### src/rtl/systolic_skew_feeder.sv
// Edge sequencer for the output-stationary systolic array: latches A/B on start,
// then streams them diagonally skewed into the west/north edges with clear/done strobes.
module systolic_skew_feeder #(
  parameter int WIDTH = 8,
  parameter int SIZE  = 4,
  parameter int DRAIN = SIZE + 1
) (
  input  logic                          clk,
  input  logic                          rst,
  input  logic                          start,
  input  logic [WIDTH*SIZE*SIZE-1:0]    A,
  input  logic [WIDTH*SIZE*SIZE-1:0]    B,
  output logic                          busy,
  output logic                          acc_clr,
  output logic                          edge_valid,
  output logic [WIDTH*SIZE-1:0]         a_edge,
  output logic [WIDTH*SIZE-1:0]         b_edge,
  output logic                          done
);

  localparam int STEPS = 2 * SIZE - 1;
  localparam int CMAX  = (STEPS > DRAIN) ? STEPS : DRAIN;
  localparam int CW    = $clog2(CMAX);

  typedef enum logic [1:0] {S_IDLE, S_CLEAR, S_STREAM, S_DRAIN} state_t;

  state_t             state, nstate;
  logic [CW-1:0]      cnt, ncnt;
  logic [WIDTH-1:0]   aq [SIZE][SIZE];
  logic [WIDTH-1:0]   bq [SIZE][SIZE];

  logic               busy_n, clr_n, ev_n, done_n;
  logic [WIDTH*SIZE-1:0] a_n, b_n;

  // Outputs are decoded from the next state/count and registered, so each
  // output flop lines up with the state it describes.
  always_ff @(posedge clk) begin
    if (rst) begin
      state      <= S_IDLE;
      cnt        <= '0;
      busy       <= 1'b0;
      acc_clr    <= 1'b0;
      edge_valid <= 1'b0;
      done       <= 1'b0;
      a_edge     <= '0;
      b_edge     <= '0;
    end else begin
      state      <= nstate;
      cnt        <= ncnt;
      busy       <= busy_n;
      acc_clr    <= clr_n;
      edge_valid <= ev_n;
      done       <= done_n;
      a_edge     <= a_n;
      b_edge     <= b_n;
    end
  end

  always_ff @(posedge clk) begin
    if (!rst && state == S_IDLE && start) begin
      for (int unsigned i = 0; i < SIZE; i++) begin
        for (int unsigned k = 0; k < SIZE; k++) begin
          aq[i][k] <= A[(i*SIZE+k)*WIDTH +: WIDTH];
          bq[i][k] <= B[(i*SIZE+k)*WIDTH +: WIDTH];
        end
      end
    end
  end

  always_comb begin
    nstate = state;
    ncnt   = '0;
    case (state)
      S_IDLE:   if (start) nstate = S_CLEAR;
      S_CLEAR:  nstate = S_STREAM;
      S_STREAM: begin
        if (cnt == CW'(STEPS - 1)) nstate = S_DRAIN;
        else                       ncnt   = cnt + 1'b1;
      end
      S_DRAIN: begin
        if (cnt == CW'(DRAIN - 1)) nstate = S_IDLE;
        else                       ncnt   = cnt + 1'b1;
      end
      default: nstate = S_IDLE;
    endcase
  end

  always_comb begin
    busy_n = (nstate != S_IDLE);
    clr_n  = (nstate == S_CLEAR);
    ev_n   = (nstate == S_STREAM);
    done_n = (nstate == S_DRAIN) && (ncnt == CW'(DRAIN - 1));
    a_n    = '0;
    b_n    = '0;
    if (ev_n) begin
      // Lane i carries element k exactly when step t == i + k.
      for (int unsigned i = 0; i < SIZE; i++) begin
        for (int unsigned k = 0; k < SIZE; k++) begin
          if (32'(ncnt) == i + k) begin
            a_n[i*WIDTH +: WIDTH] = aq[i][k];
            b_n[i*WIDTH +: WIDTH] = bq[k][i];
          end
        end
      end
    end
  end

endmodule

### config.mk
export PLATFORM = sky130hd
export DESIGN_NAME = systolic_skew_feeder
export DESIGN_NICKNAME = d
export VERILOG_FILES = /design/src/rtl/systolic_skew_feeder.sv
export SDC_FILE = /design/constraint.sdc
export NUM_CORES = 1
export LEC_CHECK = 0
export ABC_AREA = 1
export CAP_MARGIN = 10
export CELL_PAD_IN_SITES_DETAIL_PLACEMENT = 0
export CELL_PAD_IN_SITES_GLOBAL_PLACEMENT = 1
export CORE_ASPECT_RATIO = 1.75
export CORE_UTILIZATION = 41
export CTS_CLUSTER_SIZE = 40
export DETAILED_ROUTE_END_ITERATION = 12
export PLACE_DENSITY = 0.89
export RECOVER_POWER = 25
export SYNTH_ARGS = -nofsm -noshare
export SYNTH_HDL_FRONTEND = slang
export SYNTH_SLANG_ARGS = --single-unit
### constraint.sdc
create_clock -name clk -period 35.5 [get_ports clk]
set_input_delay 7.1 -clock clk [delete_from_list [all_inputs] [get_ports clk]]
set_output_delay 7.1 -clock clk [all_outputs]
set_load 0.01 [all_outputs]
* Word level (Yosys, flattened, before mapping)
Memories as Yosys holds them, arrays and structs flattened.
Index checks and enable logic that the tools add are counted.
** Storage, ports and cells
- Memories :: 2
- Bits of input ports :: 259
- Logic and storage cells :: 75
- Bits in registers :: 73
- Output and inout port bits :: 68
- Bits in writable memories :: 256
** Memory list
- aq :: depth 4, width 32, read ports 4, clocked after memory_dff 0, wr ports 4, line 29 : logic [WIDTH-1:0] aq [SIZE][SIZE];
- bq :: depth 4, width 32, read ports 4, clocked after memory_dff 0, wr ports 4, line 30 : logic [WIDTH-1:0] bq [SIZE][SIZE];
** Cells by class
- Equal/unequal tests :: 14
- Reductions and logical operators :: 8
- Multiplexer cells :: 41
- Bitwise operators :: 1
- $add $sub $neg :: 1
** Operators with widths (count)
- 8-bit 2-to-1 mux :: 32
- 3-bit equality test (second input constant) :: 5
- 2-bit equality test (second input constant) :: 4
- 2-bit case mux with 4 select lines :: 1
- 3-bit by 2-bit equality test with 1-bit output (second input constant) :: 2
- 2-bit 2-to-1 mux :: 3
- 3-bit 2-to-1 mux :: 2
- 3-bit case mux with 2 select lines :: 1
- 2-bit by 1-bit equality test with 1-bit output (second input constant) :: 2
- 3-bit by 1-bit adder with 3-bit output (second input constant) :: 1
- 3-bit by 1-bit equality test with 1-bit output (second input constant) :: 1
- 1-bit logical AND :: 3
- 3-bit zero test :: 1
- 2-bit zero test :: 1
- 1-bit 2-to-1 mux :: 2
- 2-bit nonzero test :: 1
- 2-bit OR reduction :: 1
- 1-bit zero test :: 1
- 1-bit NOT :: 1

* Longest topological paths before layout
- Depth in word-level cells :: 8
- Gate-level depth with buffers :: 15
- Depth with buffers taken out :: 11

* Least setup slack after synthesis
OpenSTA, ideal clock, no wires.
- Path type :: input-to-reg
- Start :: in start
- End :: mem aq[0][0] (netlist bit) (enable)
- Path slack :: 16.839 ns
- Required time :: 34.623 ns
- Setup time :: 0.877 ns
- Buffers on the path :: 0
- Arrival :: 17.784 ns
- Cell stages on the path :: 2
- Path through :: nand2_1 > nor2_1
** RTL lines
- from (decl) :: line 10 : input logic start,
- to (decl) :: line 29

==> metrics.yaml <==
synthFlopType: "edfxtp_1"
hold_viol_final: 0
reg2reg_to: "a_edge[11]$_SDFF_PP0_"
vias: 8998
cts_sinks: 329
r2r_cells: 11
cp.required_ns: 35.67
globalplace.congestion: 0.8182
p_seq_share_pct: 52.0
status: "complete, no violations"
crit_start: "rst"
ir_drop_v: 0.00004324
wire_per_inst_um: 20.39
finalNetCount: 1559
postSynthCellCount: 996
grt_pass1_wl_um: 51850
critPathCapture: "aq[3][19]$_DFFE_PP_"
synth.most_common_cell: "edfxtp_1"
arrival_ns: 9.52
slowest_stage: "nor2_4"
hpwl_um: 23010
portBuffers: 326
initial_core_util_pct: 41.87
path_class: "in -> reg"
cp-end-kind: "flip-flop"
yosys_warnings: 0
syn_nets: 1258
min_path_type: "reg -> reg"
crit_path_max_incr_delay_ns: 0.88
die_w_um: 133.2
p_comb_share_pct: 7.8
ys_top_cells_by_count: "256 x edfxtp_1, 124 x nand2_1, 120 x nand3_1"
drt_iter0_drc: 699
clkPwrFrac_pct: 40.1
clock_path_buffers: 3
path_max_fanout: 76
syn_area_um2: 12350
seq_area_frac_synth_pct: 74.09
synth_edf_count: 256
timing.rr.start: "cnt[0]$_SDFF_PP0_"
netlist.area_leader.share_pct: 62.26
finalSetupTns_ns: 0
fin_crit_sh_pct: 26.34
async_flop_share_pct: 0
timing.fmax_mhz: 107.0
cap_violations: 0
routed_wl_um: 34950
area_growth_syn_to_layout_pct: 37.92
start_kind: "input port"
grt_usage_pct: 22.39
syn_area_per_cell_um2: 12.40
cts_buffers: 30
grt_max_degree: 81
worst_pin_slew_ns: 1.080
drcViolationCount: 0
firstDrtPassIters: 5
p_switching_w: 0.0001796
clock_latency_ns: 0.56
hold_buffers: 0
fin_skew_ns: 0.009051
pwr_density_cell_nw_per_um2: 49.38
cts_tree: "built"
yosysTopAreaCell: "edfxtp_1"
p_int_w: 0.0006613
worstPathCellList: "clkdlybuf4s50_1, nor2_4, buf_4"
ys_seq_elements: 329
synth.distinct_cells: 19
fin_crit_ns: 9.349
cts_resized: 0
die_h_um: 231.6
core_area_um2: 29490
synthTopCellsByArea: "edfxtp_1 62%, dfxtp_1 12%, nand3_1 4.9%"
cts_setup_buffers: 0
floorplan.rows: 83
root_buffer: "clkbuf_16"
ant_nets: 0
design.die.area_um2: 30840
antenna_found_initial: 18
viasPerCell: 5.250
leakagePower_nw: 6.551
drive_gt1_share_pct: 5.530
final_util_pct: 57.74
clkSlewWorstSetupHoldPaths_ns: 0.07
slew_headroom_pct: 27.83
io_pins: 327
grt-ovfl-total: 0
grt_pass1_vias: 9021
finalMaxSlewViolations: 0
rsz0062_at_grt: "false"
n_fill_cell: 2388
rrSetupSlack_ns: 31.54
cts_max_level: 1
setup-violations-final: 0
switching_share_pct: 21.36
## cell usage in the layout (no fill, tap or decap), drive strengths merged
cell type / synthesis / layout
edfxtp: 256 / 256
dlygate4sd3: 0 / 163
clkdlybuf4s50: 0 / 163
nand2: 127 / 127
nand3: 120 / 120
nand4: 96 / 96
inv: 90 / 92
nor2: 74 / 74
dfxtp: 73 / 73
o21ai: 49 / 49
clkbuf: 49 / 36
o2111ai: 32 / 32
buf: 23 / 15
diode: 0 / 12
clkinv: 0 / 11
bufinv: 0 / 5
ha: 3 / 3
a21oi: 2 / 2
xor2: 1 / 1
xnor2: 1 / 1
clkinvlp: 0 / 1
## through the flow
stage          worst slack (ns)  hold WS (ns)  instance area [µm²]  total power [W]  cells
2_1_floorplan             16.84        0.4830                12350        0.0004773    996
3_3_place_gp              25.61        0.4949                15950        0.0005138   1646
3_5_place_dp              25.55        0.4953                15950        0.0005156   1646
4_1_cts                   26.15        0.5126                16990        0.0008497   1701
5_1_grt                   25.97        0.5367                17030        0.0008676   1712
6_report                  26.15        0.5082                17030        0.0008409   1714
## state kept, by name, indices dropped and copies added (netlist names)
register and count:
state 2, busy 1, a_edge 32, edge_valid 1, cnt 3, aq 128, acc_clr 1, b_edge 32
done 1, bq 128
## per-layer routing
metal | up-vias | wire length (µm) | track usage [%]
met5 | - | 54 | 0
met4 | 8 | 1653 | 11.43
met3 | 90 | 2394 | 4.353
met2 | 404 | 18640 | 40.67
met1 | 4301 | 12200 | 24.62
li1 | 4195 | - | -
## cell families after synthesis
group / share of synthesized area, %
and+or+nand+nor: 15.90
DFF: 74.09
buffers and inverters: 5.137
AOI/OAI and AO/OA: 4.367
adders and majority gates: 0.3040
xor gates and xnor gates: 0.2027
## power by group through the flow
stage | clock network (W) | logic, W | registers [W]
6_report | 0.000337 | 0.0000658 | 0.000438
2_1_floorplan | 0 | 0.0000252 | 0.000452
5_1_grt | 0.000358 | 0.0000709 | 0.000439
3_3_place_gp | 0 | 0.0000685 | 0.000445
4_1_cts | 0.000342 | 0.0000699 | 0.000438
3_5_place_dp | 0 | 0.0000695 | 0.000446
## worst min path at each step
stage / end / cells past startpoint / from / slack [ns]
floorplan: b_edge[10]$_SDFF_PP0_ / 2 / bq[3][18]$_DFFE_PP_ / 0.48
global placement: b_edge[30]$_SDFF_PP0_ / 2 / bq[3][6]$_DFFE_PP_ / 0.49
detailed placement: b_edge[10]$_SDFF_PP0_ / 2 / bq[3][18]$_DFFE_PP_ / 0.50
CTS: b_edge[13]$_SDFF_PP0_ / 2 / bq[3][21]$_DFFE_PP_ / 0.51
global route: b_edge[29]$_SDFF_PP0_ / 2 / bq[3][5]$_DFFE_PP_ / 0.54
finish: b_edge[13]$_SDFF_PP0_ / 2 / bq[3][21]$_DFFE_PP_ / 0.51
## critical path: cells and delay by family
kind | cells | cell delay, ns
buf+inv | 2 | 1.38
simple gates | 1 | 0.88
## area by class of cell
cell class | instances | area, µm² | share of cell area (%)
Antenna cell | 12 | 30.03 | 0.1763
Timing Repair Buffer | 341 | 3383 | 19.87
Sequential cell | 329 | 9149 | 53.72
Inverter | 90 | 337.8 | 1.984
Tap cell | 382 | 478.0 | 2.807
Clock buffer | 36 | 804.5 | 4.724
Multi-Input combinational cell | 505 | 2621 | 15.39
Clock inverter | 19 | 226.5 | 1.330
Note: power is estimated with default switching activity, not from simulation.
